File: config.mk
export PLATFORM = sky130hd
export DESIGN_NAME = mul_seq
export DESIGN_NICKNAME = d
export VERILOG_FILES = /design/src/rtl/mul_seq.sv
export SDC_FILE = /design/constraint.sdc
export NUM_CORES = 1
export LEC_CHECK = 0
export CAP_MARGIN = 20
export CORE_MARGIN = 2
export CORE_UTILIZATION = 50
export DETAILED_ROUTE_END_ITERATION = 16
export PLACE_DENSITY = 0.72
export SLEW_MARGIN = 40
export SYNTH_ARGS = -nofsm -noshare
export SYNTH_HDL_FRONTEND = slang
export SYNTH_SLANG_ARGS = --single-unit
File: constraint.sdc
create_clock -name clk -period 2.55 [get_ports clk]
set_input_delay 0.51 -clock clk [delete_from_list [all_inputs] [get_ports clk]]
set_output_delay 0.51 -clock clk [all_outputs]
set_load 0.01 [all_outputs]
File: src/rtl/mul_seq.sv
// mul_seq -- multi-cycle shift-add multiply sequencer for the 8-bit CPU datapath.
//
// Accepts a multiply request in IDLE, holds the PC via 'stall' while the
// n-iteration shift-add loop runs, and presents the 2n-bit product in the
// single DONE cycle in which the PC is released.
//
// Configuration macro: MUL_SIGNED_EN
//   defined     - 'signed_op' selects two's-complement operands; sign/magnitude
//                 conversion and the final negation are built.
//   not defined - 'signed_op' is ignored, all operands are unsigned.
//
// Ports:
//   clk        in   1    system clock, rising edge
//   reset      in   1    synchronous active-high reset
//   start      in   1    multiply request (level, honoured only in IDLE)
//   a_in       in   n    multiplicand (Rd_data)
//   b_in       in   n    multiplier (Rs_data)
//   signed_op  in   1    1 = signed operands, sampled with the operands
//   stall      out  1    PC hold request (combinational)
//   busy       out  1    registered, 1 while in RUN
//   done       out  1    registered, 1 for the single DONE cycle
//   result     out  2n   registered product, held until the next DONE
module mul_seq #(
    parameter int n = 8
) (
    input  logic             clk,
    input  logic             reset,
    input  logic             start,
    input  logic [n-1:0]     a_in,
    input  logic [n-1:0]     b_in,
    input  logic             signed_op,
    output logic             stall,
    output logic             busy,
    output logic             done,
    output logic [2*n-1:0]   result
);

    localparam int CNT_W = $clog2(n);
    localparam logic [CNT_W-1:0] CNT_LOAD = CNT_W'(n - 1);
    localparam logic [CNT_W-1:0] CNT_ZERO = {CNT_W{1'b0}};
    localparam logic [CNT_W-1:0] CNT_ONE  = {{(CNT_W-1){1'b0}}, 1'b1};
    localparam logic [2*n:0]     ACC_ZERO = {(2*n+1){1'b0}};
    localparam logic [2*n-1:0]   RES_ZERO = {(2*n){1'b0}};
    localparam logic [n-1:0]     OPD_ZERO = {n{1'b0}};

    typedef enum logic [1:0] {
        IDLE = 2'd0,
        RUN  = 2'd1,
        DONE = 2'd2
    } state_t;

    state_t            state_r;
    state_t            state_s;
    logic [2*n:0]      acc_r;
    logic [n-1:0]      mcand_r;
    logic [n-1:0]      mplier_r;
    logic [CNT_W-1:0]  cnt_r;
    logic [2*n-1:0]    result_r;
    logic              busy_r;
    logic              done_r;

    logic [n-1:0]      a_mag_s;
    logic [n-1:0]      b_mag_s;
    logic [n:0]        sum_hi_s;
    logic [2*n:0]      acc_add_s;
    logic [2*n:0]      acc_next_s;
    logic [2*n-1:0]    prod_s;
    logic [2*n-1:0]    final_s;
    logic              stall_s;

`ifdef MUL_SIGNED_EN
    logic              neg_r;
    logic              neg_s;

    // Magnitude of an operand; -2^(n-1) maps to 2^(n-1), which still fits in n unsigned bits.
    function automatic logic [n-1:0] mag_f(input logic [n-1:0] v, input logic is_signed);
        logic [n-1:0] m;
        if (is_signed && v[n-1]) begin
            m = (~v) + {{(n-1){1'b0}}, 1'b1};
        end else begin
            m = v;
        end
        return m;
    endfunction
`else
    logic              unused_signed_op_s;
    assign unused_signed_op_s = signed_op;
`endif

    // State register.
    always_ff @(posedge clk) begin
        if (reset) begin
            state_r <= IDLE;
        end else begin
            state_r <= state_s;
        end
    end

    // Next-state logic and the combinational PC hold request.
    always_comb begin
        state_s = state_r;
        stall_s = 1'b0;
        case (state_r)
            IDLE: begin
                if (start) begin
                    state_s = RUN;
                    stall_s = 1'b1;
                end else begin
                    state_s = IDLE;
                    stall_s = 1'b0;
                end
            end
            RUN: begin
                stall_s = 1'b1;
                if (cnt_r == CNT_ZERO) begin
                    state_s = DONE;
                end else begin
                    state_s = RUN;
                end
            end
            // DONE never restarts: the multiply opcode is still on the bus here.
            DONE: begin
                state_s = IDLE;
                stall_s = 1'b0;
            end
            default: begin
                state_s = IDLE;
                stall_s = 1'b0;
            end
        endcase
    end

    // Operand conditioning, one shift-add step and the final sign fix-up.
    always_comb begin
`ifdef MUL_SIGNED_EN
        a_mag_s = mag_f(a_in, signed_op);
        b_mag_s = mag_f(b_in, signed_op);
        neg_s   = signed_op & (a_in[n-1] ^ b_in[n-1]);
`else
        a_mag_s = a_in;
        b_mag_s = b_in;
`endif
        // Multiplicand enters at bit n; the right shift brings each partial product into place.
        sum_hi_s = acc_r[2*n:n] + {1'b0, mcand_r};
        if (mplier_r[0]) begin
            acc_add_s = {sum_hi_s, acc_r[n-1:0]};
        end else begin
            acc_add_s = acc_r;
        end
        acc_next_s = {1'b0, acc_add_s[2*n:1]};
        prod_s     = acc_next_s[2*n-1:0];
`ifdef MUL_SIGNED_EN
        if (neg_r) begin
            final_s = (~prod_s) + {{(2*n-1){1'b0}}, 1'b1};
        end else begin
            final_s = prod_s;
        end
`else
        final_s = prod_s;
`endif
    end

    // Datapath registers: operand capture, iteration and result latch on entry to DONE.
    always_ff @(posedge clk) begin
        if (reset) begin
            acc_r    <= ACC_ZERO;
            mcand_r  <= OPD_ZERO;
            mplier_r <= OPD_ZERO;
            cnt_r    <= CNT_ZERO;
            result_r <= RES_ZERO;
`ifdef MUL_SIGNED_EN
            neg_r    <= 1'b0;
`endif
        end else begin
            case (state_r)
                IDLE: begin
                    if (start) begin
                        acc_r    <= ACC_ZERO;
                        mcand_r  <= a_mag_s;
                        mplier_r <= b_mag_s;
                        cnt_r    <= CNT_LOAD;
`ifdef MUL_SIGNED_EN
                        neg_r    <= neg_s;
`endif
                    end else begin
                        cnt_r    <= cnt_r;
                    end
                end
                RUN: begin
                    acc_r    <= acc_next_s;
                    mplier_r <= {1'b0, mplier_r[n-1:1]};
                    if (cnt_r == CNT_ZERO) begin
                        result_r <= final_s;
                    end else begin
                        cnt_r    <= cnt_r - CNT_ONE;
                    end
                end
                DONE: begin
                    cnt_r <= cnt_r;
                end
                default: begin
                    cnt_r <= CNT_ZERO;
                end
            endcase
        end
    end

    // Registered status flags track the state being entered.
    always_ff @(posedge clk) begin
        if (reset) begin
            busy_r <= 1'b0;
            done_r <= 1'b0;
        end else begin
            busy_r <= (state_s == RUN);
            done_r <= (state_s == DONE);
        end
    end

    assign stall  = stall_s;
    assign busy   = busy_r;
    assign done   = done_r;
    assign result = result_r;

endmodule

Word level (Yosys, flattened, before mapping)
Cells that the tools add are included.
{"block": "totals", "reg_bits": 56, "latchBits": 0, "mem_bits_rw": 0, "romBits": 0, "inputBits": 20, "out_inout_bits": 19, "memories": 0}
{"block": "op_classes", "n_addsub": 2, "n_mul": 0, "div": 0, "magnitude_cmp": 0, "n_eq_ne": 6, "shift": 0, "muxes": 13, "n_bitwise": 1, "reduce_logical": 7}
{"operator": "$mux 17", "count": 2}
{"operator": "$pmux 17 s2", "count": 1}
{"operator": "$pmux 8 s2", "count": 1}
{"operator": "$add 9x8->9", "count": 1}
{"operator": "$pmux 3 s3", "count": 1}
{"operator": "$mux 8", "count": 1}
{"operator": "$mux 3", "count": 2}
{"operator": "$reduce_and 2->1", "count": 3}
{"operator": "$eq 2x1->1 const B", "count": 2}
{"operator": "$eq 2x2->1 const B", "count": 2}
{"operator": "$ne 2x2->1 const B", "count": 2}
{"operator": "$pmux 2 s2", "count": 1}
{"operator": "$logic_not 3->1", "count": 1}
{"operator": "$reduce_and 3->1", "count": 1}
{"operator": "$sub 3x1->3 const B", "count": 1}
{"operator": "$logic_not 2->1", "count": 1}
{"operator": "$mux 1", "count": 2}
{"operator": "$mux 2", "count": 1}
{"operator": "$pmux 1 s2", "count": 1}
{"operator": "$reduce_bool 2->1", "count": 1}
{"operator": "$not 1->1", "count": 1}

Logic depth before layout (Yosys ltp)
Gate-level depths: netlist of run 1.
{"block": "depth", "word_depth": 4, "depth_mapped": 8}

Worst setup path before layout of run 1
Ideal clock, no wire load.
{"block": "synth_path", "path_type": "register to register", "start": "register acc_r[8]", "end": "register result_r[13], in the netlist result[13]", "setup_time_ns": 0.086, "t_arrival_ns": 1.789, "required_time_ns": 2.464, "setup_slack_ns": 0.675, "stages_incl_launch_ff": 8, "synth_period_minus_slack_ns": 1.875, "cell_sequence": "dfxtp_1 -> ha_1 -> fa_1 -> a21o_2 -> a221oi_2 -> xnor2_1 -> nand2_1 -> a211oi_1"}
{"block": "synth_via", "elab_chain_cells": 2}
{"element": "from (decl)", "line": "54", "rtl": "logic [2*n:0] acc_r;"}
{"element": "from (signal assigned)", "line": "190", "rtl": "acc_r <= acc_next_s;"}
{"element": "$add 9x8->9", "line": "144", "rtl": "sum_hi_s = acc_r[2*n:n] + {1'b0, mcand_r};"}
{"element": "$mux 17", "line": "145", "rtl": "if (mplier_r[0]) begin"}
{"element": "to (signal assigned)", "line": "193", "rtl": "result_r <= final_s;"}
{"element": "to (decl)", "line": "58", "rtl": "logic [2*n-1:0] result_r;"}
Every way passes these cells.
A chain may end at the register's enable or synchronous reset.

Worst setup path in the final report of run 1
{"block": "layout_path", "start": "input start", "end": "output stall"}
{"block": "layout_via", "elab_chain_cells": 2}
{"element": "from (decl)", "line": "28", "rtl": "input logic start,"}
{"element": "$mux 1", "line": "105", "rtl": "if (start) begin"}
{"element": "$pmux 1 s2", "line": "103", "rtl": "case (state_r)"}
{"element": "to (decl)", "line": "32", "rtl": "output logic stall,"}
Every way passes these cells.

==> flow_summary.toml, run 1 <==
[logic_synthesis]
syn_nets = 302
yosysSeqAreaShare_pct = 43.7
synth_seq_cells = 54
syn_area_um2 = 2470
synth_xor_area_share_pct = 1.77
synth-simple-area-share_pct = 15.3
synth_edf_count = 0
ys.flop_type = "dfxtp_1"
synthArstFlopShare_pct = 0
synth_compound_area_share_pct = 20.1
syn_inst = 271
yosysWarnings = 0
synth_top_family_by_area = "compound AO/OA/AOI/OAI gates"
syn_area_per_cell_um2 = 9.12
synth_cell_type_count = 45
synthMuxAreaShare_pct = 6.58
yosys.area_share.adder_pct = 5.87

[critical_path]
slowest_stage = "clkdlybuf4s50_1"
crit_fanout = 3
crit_path_frequent_cell = "clkdlybuf4s50_1"
required_ns = 2.04
setup.worst_path.start_class = "primary input"
r2r_cells = 7
rr_endpoint = "result[13]"
arrival_ns = 1.72
critPathBufInv = 3
end_kind = "output pin"
crit_chain = "clkdlybuf4s50_1 -> o21ai_1 -> clkinv_1 -> clkdlybuf4s50_1"
r2r_setup_slack_ns = 0.45
cp_top_family = "buffers and inverters"
reg2reg_from = "acc_r[8]"
path_depth = 4
cp_slowest_stage_delay_ns = 0.48
crit_type = "primary input to output pin"

[finish]
layout-drive-gt1-share_pct = 7.87
final_cell_mix = "54 x dfxtp_1, 41 x nor2_1, 36 x clkdlybuf4s50_1"
syn_to_final_growth_pct = 19.8
fin_area_um2 = 2960
finalNonFillerCells = 372
final_nets = 335
mostFrequentLayoutCell = "dfxtp_1"
n_antenna_cell = 0

[routing]
dr.pass1.iters = 4
wirelength_met1_um = 2480
totalWireLength_um = 4780
maxUsedRoutingLayer = "met4"
drc = 0
route.met3.wl_um = 149
met2_length_um = 2100
via_per_inst = 5.22
wl_per_cell_um = 12.9
postRouteAntennaNets = 0
drt_iter0_drc = 71
num_vias = 1941

[run]
drv_cap = 0

[timing]
setup_tns_ns = 0
finalMaxSlewViolations = 0
finalHoldViolations = 0
tightestPinTransition_ns = 0.625
setup_viol = 0
fmax_ghz = 0.448
maxSlewHeadroom_pct = 58.3
skew_ns = 0.0113
setup_ws_ns = 0.316
min_period_ns = 2.23
rsz0062_at_grt = "false"
fin_crit_sh_pct = 87.6

[power]
swShare_pct = 27.5
power_frac_seq_pct = 50.4
p_sw_mw = 0.511
p_int_mw = 1.35
clkPwrFrac_pct = 31.8
combPwrFrac_pct = 17.8
ir_drop_mv = 0.447
leakage_nw = 1.16
p_per_area_nw_per_um2 = 628

[placed_design]
portBuffers = 37
gp_congestion = 0.776
place_area_um2 = 2840
dp_cells = 364
post-dp-hpwl_um = 3310
pre_cts_slack_ns = 0.300

[cts]
clk_latency_ns = 0.31
cts_made_buffers = 5
cts_sinks = 54
clockRootBuffer = "clkbuf_8"
cts_tree = "built"
holdBufCountCts = 0
post_cts.repair.setup_buffers = 0
cts_buffer_depth = 2
clk_pin_slew_worst_paths_ns = 0.10
htreeDepth = 2
cts_resized = 0

[status]
status = "complete, no violations"

[floorplanning]
io-pin-count = 39
die_h_um = 74.3
row_count = 25
coreArea_um2 = 4750
start_util_pct = 52.0
fp.dieArea_um2 = 5520
die_x_um = 74.3

[grt]
grt_pass1_vias = 1759
overflow = 0
grt_util_all_layers_pct = 18.5
grt_max_degree = 29
antenna_found_initial = 0
grt_pass1_wl_um = 7980

[min_path]
hold_start = "cnt_r[1]"
hold_path_end = "cnt_r[1]"
holdPathStages = 2
holdCritPathClass = "flip-flop to flip-flop"
==> kinds of logic (layout without fill, tap and decap cells) <==
| logic type | after synthesis | after routing |
|---|---|---|
| AO/OA/AOI/OAI | 72 | 72 |
| XOR/XNOR | 5 | 5 |
| adder cells (fa/ha/maj) | 11 | 11 |
| buffers and inverters | 28 | 62 |
| flip-flops | 54 | 54 |
| multiplexers | 16 | 16 |
| AND/OR/NAND/NOR | 85 | 85 |
==> power groups by stage <==
stage / combinational, mW / clock, mW / sequential (mW)
final: 0.331 / 0.592 / 0.936
after global routing: 0.375 / 0.635 / 0.944
after CTS: 0.334 / 0.610 / 0.936
after detailed placement: 0.332 / 0 / 0.956
after global placement: 0.327 / 0 / 0.954
after floorplan: 0.251 / 0 / 0.941
==> final cells by class <==
class                   instances  area [um2]
repair buffers                 43         410
fillers                       441        1790
inverters                      11        41.3
clock inverters                 3        48.8
well taps                      67        83.8
flip-flops and latches         54        1080
multi-input cells             189        1230
clock buffers                   5        68.8
==> worst min-delay path: stages (launching register included) <==
cell and delay (ns):
dfxtp_1 0.32, nand2_1 0.05, a21oi_1 0.05
==> through the flow <==
step | power, mW | util (%) | hold WS, ns
floorplan | 1.19 | - | 0.432
global placement | 1.28 | 59.8 | 0.440
detailed placement | 1.29 | 59.8 | 0.445
CTS | 1.88 | 62.3 | 0.460
global route | 1.95 | 62.3 | 0.487
finish | 1.86 | 62.3 | 0.459
==> registers in the layout, indices dropped and copies added (netlist names) <==
name	count
result	16
acc_r	15
mcand_r	8
mplier_r	8
cnt_r	3
state_r	2
busy	1
done	1
==> routing by layer <==
metal  vias to the layer above  GRT usage (%)
met1                       905           24.6
met3                         6           3.66
met2                        29           30.3
met4                         0           5.95
met5                         -              0
li1                       1001              -
==> worst max-delay path by stage <==
stage | slack (ns) | endpoint | start
final | 0.32 | stall | start
after global routing | 0.24 | stall | start
after CTS | 0.30 | stall | start
after detailed placement | 0.30 | stall | start
after global placement | 0.30 | stall | start
after floorplan | 0.68 | result[13] | acc_r[8]
==> synth_stat cells, drive strengths merged, types with 5 or more instances <==
master / number / area, um2
dfxtp: 54 / 1080
nor2: 41 / 154
nand2: 29 / 116
a21oi: 26 / 130
mux2i: 14 / 140
a22oi: 11 / 82.6
a211oi: 10 / 80.1
ha: 10 / 125
inv: 10 / 37.5
clkbuf: 9 / 73.8
buf: 8 / 47.5
o21ai: 8 / 40.0
nand3b: 5 / 37.5
No activity file was read; power rests on OpenSTA's default activity.
==> run 2: changes to the inputs <==
- CTS_BUF_LIST: not set -> sky130_fd_sc_hd__clkbuf_8
==> results of run 2 <==
No change in the layout: final DEF, timing and power equal those of run 1.
==> run 3: changes to the inputs <==
- CTS_BUF_LIST: sky130_fd_sc_hd__clkbuf_8 -> not set
==> results of run 3 <==
No change in the layout: final DEF, timing and power equal those of run 1.
